## src/rtl/booth_pkg.sv

```systemverilog
// Shared constants for the sequential Booth multiplier: FSM encoding and default width.
package booth_pkg;

  localparam int DEFAULT_WIDTH = 8;

  localparam logic [1:0] IDLE = 2'd0;
  localparam logic [1:0] RUN  = 2'd1;
  localparam logic [1:0] DONE = 2'd2;

endpackage

```

## src/rtl/booth_mult_seq_if.sv

```systemverilog
// Start/done handshake and operand/result bus of the sequential Booth multiplier.
interface booth_mult_seq_if
  import booth_pkg::*;
#(
  parameter int WIDTH = DEFAULT_WIDTH
);

  logic                 start;
  logic                 signed_mode;
  logic [WIDTH-1:0]     multiplicand;
  logic [WIDTH-1:0]     multiplier;
  logic                 busy;
  logic                 done;
  logic [2*WIDTH-1:0]   product;

  modport master (
    output start, signed_mode, multiplicand, multiplier,
    input  busy, done, product
  );

  modport slave (
    input  start, signed_mode, multiplicand, multiplier,
    output busy, done, product
  );

endinterface

```

## src/rtl/booth_addsub.sv

```systemverilog
// N-bit modulo adder/subtractor used by the Booth step; carry-out is dropped.
module booth_addsub #(
  parameter int N = 9
) (
  input  logic [N-1:0] a,
  input  logic [N-1:0] b,
  input  logic         sub,
  output logic [N-1:0] y
);

  assign y = sub ? (a - b) : (a + b);

endmodule

```

## src/rtl/booth_mult_seq.sv

```systemverilog
// Sequential radix-2 Booth multiplier, one add/sub/shift step per clock, signed or unsigned.
// state | meaning
// IDLE  | waiting for start
// RUN   | one Booth step per cycle, cnt steps remaining
// DONE  | product valid for one cycle; start here re-launches immediately
module booth_mult_seq
  import booth_pkg::*;
#(
  parameter int WIDTH = DEFAULT_WIDTH
) (
  input  logic             clk,
  input  logic             rst,
  booth_mult_seq_if.slave  bus
);

  localparam int N  = WIDTH + 1;
  localparam int CW = $clog2(N + 1);

  logic [1:0]         state_q, state_d;
  logic [N-1:0]       acc_q, q_q, m_q;
  logic               q_m1_q;
  logic [CW-1:0]      cnt_q;
  logic [2*WIDTH-1:0] product_q;

  logic               accept, last_step;
  logic [N-1:0]       sum, acc_new, acc_sh, q_sh, m_ext, q_ext;

  assign accept    = bus.start && ((state_q == IDLE) || (state_q == DONE));
  assign last_step = (state_q == RUN) && (cnt_q == CW'(1));

  // One extra operand bit lets the signed datapath also handle unsigned operands exactly.
  assign m_ext = {bus.signed_mode & bus.multiplicand[WIDTH-1], bus.multiplicand};
  assign q_ext = {bus.signed_mode & bus.multiplier[WIDTH-1], bus.multiplier};

  booth_addsub #(.N(N)) u_addsub (
    .a   (acc_q),
    .b   (m_q),
    .sub (q_q[0]),
    .y   (sum)
  );

  assign acc_new = (q_q[0] ^ q_m1_q) ? sum : acc_q;
  assign acc_sh  = {acc_new[N-1], acc_new[N-1:1]};
  assign q_sh    = {acc_new[0], q_q[N-1:1]};

  always_ff @(posedge clk or posedge rst) begin
    if (rst) state_q <= IDLE;
    else     state_q <= state_d;
  end

  always_comb begin
    state_d = IDLE;
    case (state_q)
      IDLE:    state_d = bus.start ? RUN : IDLE;
      RUN:     state_d = last_step ? DONE : RUN;
      DONE:    state_d = bus.start ? RUN : IDLE;
      default: state_d = IDLE;
    endcase
  end

  always_comb begin
    bus.busy = 1'b0;
    bus.done = 1'b0;
    case (state_q)
      RUN:     bus.busy = 1'b1;
      DONE:    bus.done = 1'b1;
      default: ;
    endcase
  end

  always_ff @(posedge clk or posedge rst) begin
    if (rst) begin
      acc_q     <= '0;
      q_q       <= '0;
      q_m1_q    <= 1'b0;
      m_q       <= '0;
      cnt_q     <= '0;
      product_q <= '0;
    end else if (accept) begin
      acc_q  <= '0;
      q_q    <= q_ext;
      q_m1_q <= 1'b0;
      m_q    <= m_ext;
      cnt_q  <= CW'(N);
    end else if (state_q == RUN) begin
      acc_q  <= acc_sh;
      q_q    <= q_sh;
      q_m1_q <= q_q[0];
      cnt_q  <= cnt_q - CW'(1);
      // The 2N-bit internal product always fits in its low 2*WIDTH bits.
      if (last_step) product_q <= {acc_sh[N-3:0], q_sh};
    end
  end

  assign bus.product = product_q;

endmodule

```

## src/flat_wrapper.sv

```systemverilog
// flat-port wrapper written by rule: the top's interface ports become plain ports
module booth_mult_seq_flat import booth_pkg::*;
#(
  parameter int WIDTH = DEFAULT_WIDTH
)
  (clk, rst, bus_start, bus_signed_mode, bus_multiplicand, bus_multiplier, bus_busy, bus_done, bus_product);
  booth_mult_seq_if #(.WIDTH(WIDTH)) bus_i ();
  input  logic clk;
  input  logic rst;
  input wire logic [$bits(bus_i.start)-1:0] bus_start;
  input wire logic [$bits(bus_i.signed_mode)-1:0] bus_signed_mode;
  input wire logic [$bits(bus_i.multiplicand)-1:0] bus_multiplicand;
  input wire logic [$bits(bus_i.multiplier)-1:0] bus_multiplier;
  output wire logic [$bits(bus_i.busy)-1:0] bus_busy;
  output wire logic [$bits(bus_i.done)-1:0] bus_done;
  output wire logic [$bits(bus_i.product)-1:0] bus_product;
  assign bus_i.start = bus_start;
  assign bus_i.signed_mode = bus_signed_mode;
  assign bus_i.multiplicand = bus_multiplicand;
  assign bus_i.multiplier = bus_multiplier;
  assign bus_busy = bus_i.busy;
  assign bus_done = bus_i.done;
  assign bus_product = bus_i.product;
  booth_mult_seq #(.WIDTH(WIDTH)) u_core (.clk(clk), .rst(rst), .bus(bus_i));
endmodule
```

## config.mk

```make
export PLATFORM = sky130hd
export DESIGN_NAME = booth_mult_seq_flat
export DESIGN_NICKNAME = d
export VERILOG_FILES = /design/src/rtl/booth_pkg.sv /design/src/rtl/booth_mult_seq_if.sv /design/src/rtl/booth_addsub.sv /design/src/rtl/booth_mult_seq.sv /design/src/flat_wrapper.sv
export SDC_FILE = /design/constraint.sdc
export NUM_CORES = 1
export LEC_CHECK = 0
export CAP_MARGIN = 20
export CELL_PAD_IN_SITES_DETAIL_PLACEMENT = 2
export CELL_PAD_IN_SITES_GLOBAL_PLACEMENT = 2
export CORE_MARGIN = 8
export CORE_UTILIZATION = 33
export CTS_BUF_LIST = sky130_fd_sc_hd__clkbuf_16
export DETAILED_ROUTE_END_ITERATION = 8
export GPL_TIMING_DRIVEN = 1
export PLACE_DENSITY = 0.87
export SLEW_MARGIN = 10
export SYNTH_ARGS = -nofsm -noshare
export SYNTH_HDL_FRONTEND = slang
export SYNTH_SLANG_ARGS = --single-unit
```

## constraint.sdc

```tcl
create_clock -name clk -period 3 [get_ports clk]
set_input_delay 0.6 -clock clk [delete_from_list [all_inputs] [get_ports clk]]
set_output_delay 0.6 -clock clk [all_outputs]
set_load 0.02 [all_outputs]
```

== After elaboration in Yosys (flattened, before gate mapping) ==
Index checks and enable logic that the tools add are counted.
Word-level totals
  bits in writable memories: 0
  memory bits (read-only): 0
  memories: 0
  input port bits: 20
  output and inout port bits: 18
  latch bits: 0
  logic and storage cells: 39
  bits in registers: 50
Operators by class
  div/mod/pow operators: 0
  reductions and logical operators: 7
  equality and inequality tests: 3
  add/subtract/negate cells: 3
  multiply operators: 0
  bitwise gates (word level): 4
  mux-type cells: 15
  shift operators: 0
  magnitude comparators: 0
Operators with widths (number)
  2-to-1 mux 9 bit: 6
  adder 9 bit: 1
  subtractor 9 bit: 1
  2-to-1 mux 4 bit: 2
  2-to-1 mux 1 bit: 5
  == test 4 x 1 -> 1 bit (second input constant): 1
  case mux 2 bit (2 select lines): 1
  subtractor 4 x 1 -> 4 bit (second input constant): 1
  AND reduction 3 bit: 1
  AND 1 bit: 2
  == test 2 x 1 -> 1 bit (second input constant): 1
  == test 2 bit (second input constant): 1
  logical AND 1 bit: 2
  zero test 2 bit: 1
  2-to-1 mux 2 bit: 1
  nonzero test 2 bit: 1
  OR reduction 2 bit: 1
  logical OR 1 bit: 1
  NOT 1 bit: 1
  bitwise XOR 1 bit: 1

== Depth between registers and ports, before layout ==
  depth after elaboration: 5
  depth in mapped cells: 11
  mapped depth without buffers: 11

== Modules after synthesis ==
Synthesis repeated with hierarchy kept, for this count alone.
Unflattened totals
  cells, all modules: 250
  area, all modules: 2591.2 um^2
Modules (own cells, without submodules)
  booth_mult_seq: times used 1, cells an instance 182, area each 2067.0 um^2, sequential area each 1226.2 um^2
  booth_addsub: times used 1, cells an instance 68, area each 524.3 um^2, sequential area each 0.0 um^2

== Worst setup path after synthesis ==
Ideal clock, no wire load.
  kind: register -> register
  start: register u_core.m_q[2]
  end: register u_core.product_q[15], in the netlist u_core.bus.product[15]
  stages on the path, launching flop included: 10
  path slack: 648 ps
  required time: 2924 ps
  data arrival time: 2275 ps
  path buffers: 0
  period minus slack after synthesis: 2352 ps
  library setup time: 76 ps
  cell sequence: dfrtp_1 > nor4_4 > a21oi_1 > xnor2_1 > ha_1 > a21o_1 > a221oi_1 > o221ai_1 > o31a_1 > o21ai_1
On the way
  longest elaborated chain between the ends: 3
  elaborated cells between the ends (all ways): 4
  classes of those cells: add/sub (2); mux (2)
RTL lines
  start: declaration: RTL line booth_mult_seq.sv:20  | logic [N-1:0] acc_q, q_q, m_q;
  start signal: assignment: RTL line booth_mult_seq.sv:83  | m_q <= m_ext;
  adder 9 bit or subtractor 9 bit (tied branches): RTL line booth_addsub.sv:11  | assign y = sub ? (a - b) : (a + b);
  2-to-1 mux 9 bit *: RTL line booth_addsub.sv:11
  2-to-1 mux 9 bit *: RTL line booth_mult_seq.sv:42  | assign acc_new = (q_q[0] ^ q_m1_q) ? sum : acc_q;
  end signal: assignment: RTL line booth_mult_seq.sv:91  | if (last_step) product_q <= {acc_sh[N-3:0], q_sh};
  end: declaration: RTL line booth_mult_seq.sv:23  | logic [2*WIDTH-1:0] product_q;
Every way passes the cells marked *; elsewhere a longest branch is shown, timed or not.
A chain may end at the register's enable or synchronous reset.

== Worst setup path in the final report ==
  start: register u_core.m_q[0]
  end: register u_core.acc_q[4]
On the way
  longest elaborated chain between the ends: 5
  elaborated cells between the ends (all ways): 6
  classes of those cells: add/sub (2); mux (4)
RTL lines
  adder 9 bit or subtractor 9 bit (tied branches): RTL line booth_addsub.sv:11
  2-to-1 mux 9 bit *: RTL line booth_addsub.sv:11
  2-to-1 mux 9 bit *: RTL line booth_mult_seq.sv:42
  2-to-1 mux 9 bit *: RTL line booth_mult_seq.sv:85  | end else if (state_q == RUN) begin
  2-to-1 mux 9 bit *: RTL line booth_mult_seq.sv:79  | end else if (accept) begin
  end signal: assignment: RTL line booth_mult_seq.sv:86  | acc_q <= acc_sh;
  end: declaration: RTL line booth_mult_seq.sv:20
Every way passes the cells marked *; elsewhere a longest branch is shown, timed or not. The select of a mux whose other input is x is not followed.

==> impl_metrics.ini <==
[final_layout]
final_layout_size_suffix_gt1_share_pct = 7.10
area_delta_synth_final_pct = 25.2
final_nets = 355
num_antenna_cells = 0
mostFrequentLayoutCell = nand2_1
layout_common_cells = nand2_1 (84), dfrtp_1 (49), clkdlybuf4s50_1 (37)

[critical_path]
path_buf_inv = 2
startpoint = u_core.m_q[0]$_DFFE_PP0P_
path_class = register to register
cp_data_arrival_time_ns = 2.90
cp_max_fo = 4
worst_setup_path_start_kind = register
crit_required_ns = 3.17
cp_top_family = compound AO/OA/AOI/OAI gates
reg2reg_from = u_core.m_q[0]$_DFFE_PP0P_
slowest_stage = dfrtp_1
crit_chain = inv_1, ha_1, mux2_2, inv_1, ha_1, nor2b_1, o21a_1, o21ai_1, mux2i_1, a211oi_1, o21ai_1
cp_slowest_stage_delay_ns = 0.42
worstSetupEndpointType = register

[floorplan]
rows = 32
core_area_mm2 = 0.00765
die_h_um = 105
dieArea_mm2 = 0.0109
start_util_pct = 33.8
io_pins = 38
die_w_um = 105

[cts]
cts.sinks = 49
root_buffer = clkbuf_16
cts_inserted_buffers = 5
post_cts_resized = 0
htree_levels = 2
clockBufferDepth = 2
cts_tree = yes
cts_setup_buffers = 0
ctsHoldBuffers = 0
clk_pin_slew_ns = 0.07
clk_latency_ns = 0.29

[yosys]
synthFlopType = dfrtp_1
syn_avg_cell_area_um2 = 9.05
synth-seq-cells = 49
synth_simple_gate_area_share_pct = 21.7
synth_edf_count = 0
synth_area_leaders = dfrtp_1 (47%), nand2_1 (12%), ha_1 (5.3%)
synth_compound_gate_area_share_pct = 14.5
syn_area_mm2 = 0.00259
synth-seq-area-share_pct = 47.4
yosys.area_share.xor_xnor_pct = 4.74
synth.area.mux_share_pct = 2.08
synth_warnings = 0
ys_async_sr_fraction_pct = 100
yosysTopAreaCell = dfrtp_1
ys_types = 43
syn_nets = 318
synth_top_family_by_area = simple AND/OR/NAND/NOR gates
synth_top_area_share_pct = 47.4
synthAdderAreaFrac_pct = 6.09
netlist_instances = 286

[timing]
setup_ws_ns = 0.268
relSlewSlack_pct = 47.9
fin_skew_ns = 0.00571
final_hold_viol_count = 0
fin_setup_tns_ns = 0
period_share_pct = 91.1
setup_viol = 0
drv_slew = 0
period_needed_ns = 2.73
max_slew.worst_pin.slew_ns = 0.778
fmax_mhz = 366
rsz0062_at_grt = no

[global_route]
grt_antenna_before_repair = 0
grt_pass1_wl_um = 13400
grt_max_degree = 50
track_usage_pct = 14.9
grt_overflow = 0
grt_pass1_vias = 2611

[detailed_routing]
drt-vias-per-instance = 5.18
wl_um = 7880
ant_nets = 0
wl_per_cell_um = 18.5
dr.pass1.iters = 4
first_iter_violations = 95
drt_drc_violations_left = 0
vias = 2207

[placement]
dpl.hpwl_um = 5670
gp_congestion = 0.829
port_buffers = 37
dp_slack_ns = 0.320

[run]
cap_viol_max_count = 0

[worst_hold_path]
hp-start = u_core.bus.product[2]$_DFFE_PP0P_
hold_path.class = register to register

[status]
status = complete, no violations
-- through the flow --
stage,area (µm²),cells,util (%),hold slack [ns]
5_1_grt,3240,426,42.4,0.516
2_1_floorplan,2590,286,-,0.460
3_5_place_dp,3070,418,40.1,0.475
3_3_place_gp,3070,418,40.1,0.460
4_1_cts,3240,426,42.4,0.494
6_report,3240,426,42.4,0.484
-- per-layer routing --
| layer | vias up | wire (µm) | share of wire (%) | global-route usage (%) |
|---|---|---|---|---|
| met3 | 6 | 212 | 2.7 | 2.70 |
| met1 | 1133 | 3340 | 42 | 17.6 |
| met2 | 31 | 4250 | 54 | 27.2 |
| met5 | - | 0 | 0 | 0 |
| li1 | 1037 | - | - | - |
| met4 | 0 | 72 | 0.91 | 3.72 |
-- path summary, 6_finish.rpt --
| kind | to | slack, ns | depth (start not counted) |
|---|---|---|---|
| max | u_core.acc_q[4]$_DFFE_PP0P_ | 0.27 | 11 |
| min | u_core.bus.product[2]$_DFFE_PP0P_ | 0.48 | 2 |
| max reg2reg | u_core.acc_q[4]$_DFFE_PP0P_ | 0.27 | 11 |
| min reg2reg | u_core.bus.product[2]$_DFFE_PP0P_ | 0.48 | 2 |
| max in group asynchronous | u_core.cnt_q[2]$_DFFE_PP0P_ | 1.77 | 3 |
| min in group asynchronous | u_core.bus.product[9]$_DFFE_PP0P_ | 0.80 | 3 |
-- registers in the layout, indices dropped and copies added, names as in the netlist --
signal              flops
u_core.acc_q            8
u_core.q_m1_q           1
u_core.state_q          2
u_core.cnt_q            4
u_core.bus.product     16
u_core.m_q              9
u_core.q_q              9
-- Yosys cell counts, types with 2 or more instances --
cell	number
o21ai_0	20
a31oi_1	2
clkbuf_1	9
o31a_1	2
o21a_1	2
inv_1	9
buf_2	2
nor2b_1	6
dfrtp_1	49
mux2_2	3
nand2b_1	2
xnor2_1	12
nor3_1	4
o31ai_1	2
mux2i_1	2
a22oi_1	8
nand3_1	4
nor2_1	12
nor3b_1	3
a211oi_1	2
o21ai_1	6
ha_1	11
a22o_1	2
nand2_1	84
a21oi_1	9
xor2_1	2
-- worst register-to-register path, stage by stage (launching register included) --
cell and delay [ns]:
dfrtp_1 0.42, inv_1 0.11, ha_1 0.29, mux2_2 0.30, inv_1 0.07, ha_1 0.22, nor2b_1 0.14, o21a_1 0.19
o21ai_1 0.29, mux2i_1 0.13, a211oi_1 0.34, o21ai_1 0.11
-- kinds of logic (layout without fill, tap and decap cells) --
group	Yosys count	count (layout)
xor+xnor	14	14
simple gates	124	124
compound gates	60	60
flops	49	49
buf+inv	22	60
fa+ha+maj	12	12
mux	5	5
-- layout make-up --
cell class | instances | area [µm²]
inverters | 10 | 37.5
flip-flops and latches | 49 | 1230
well taps | 102 | 128
repair buffers | 42 | 408
clock inverters | 3 | 46.3
clock buffers | 5 | 125
multi-input cells | 215 | 1270
fillers | 860 | 4410
Power is not shown: default switching activity piles up to over one toggle a cycle in this logic, so the estimate is an artifact.
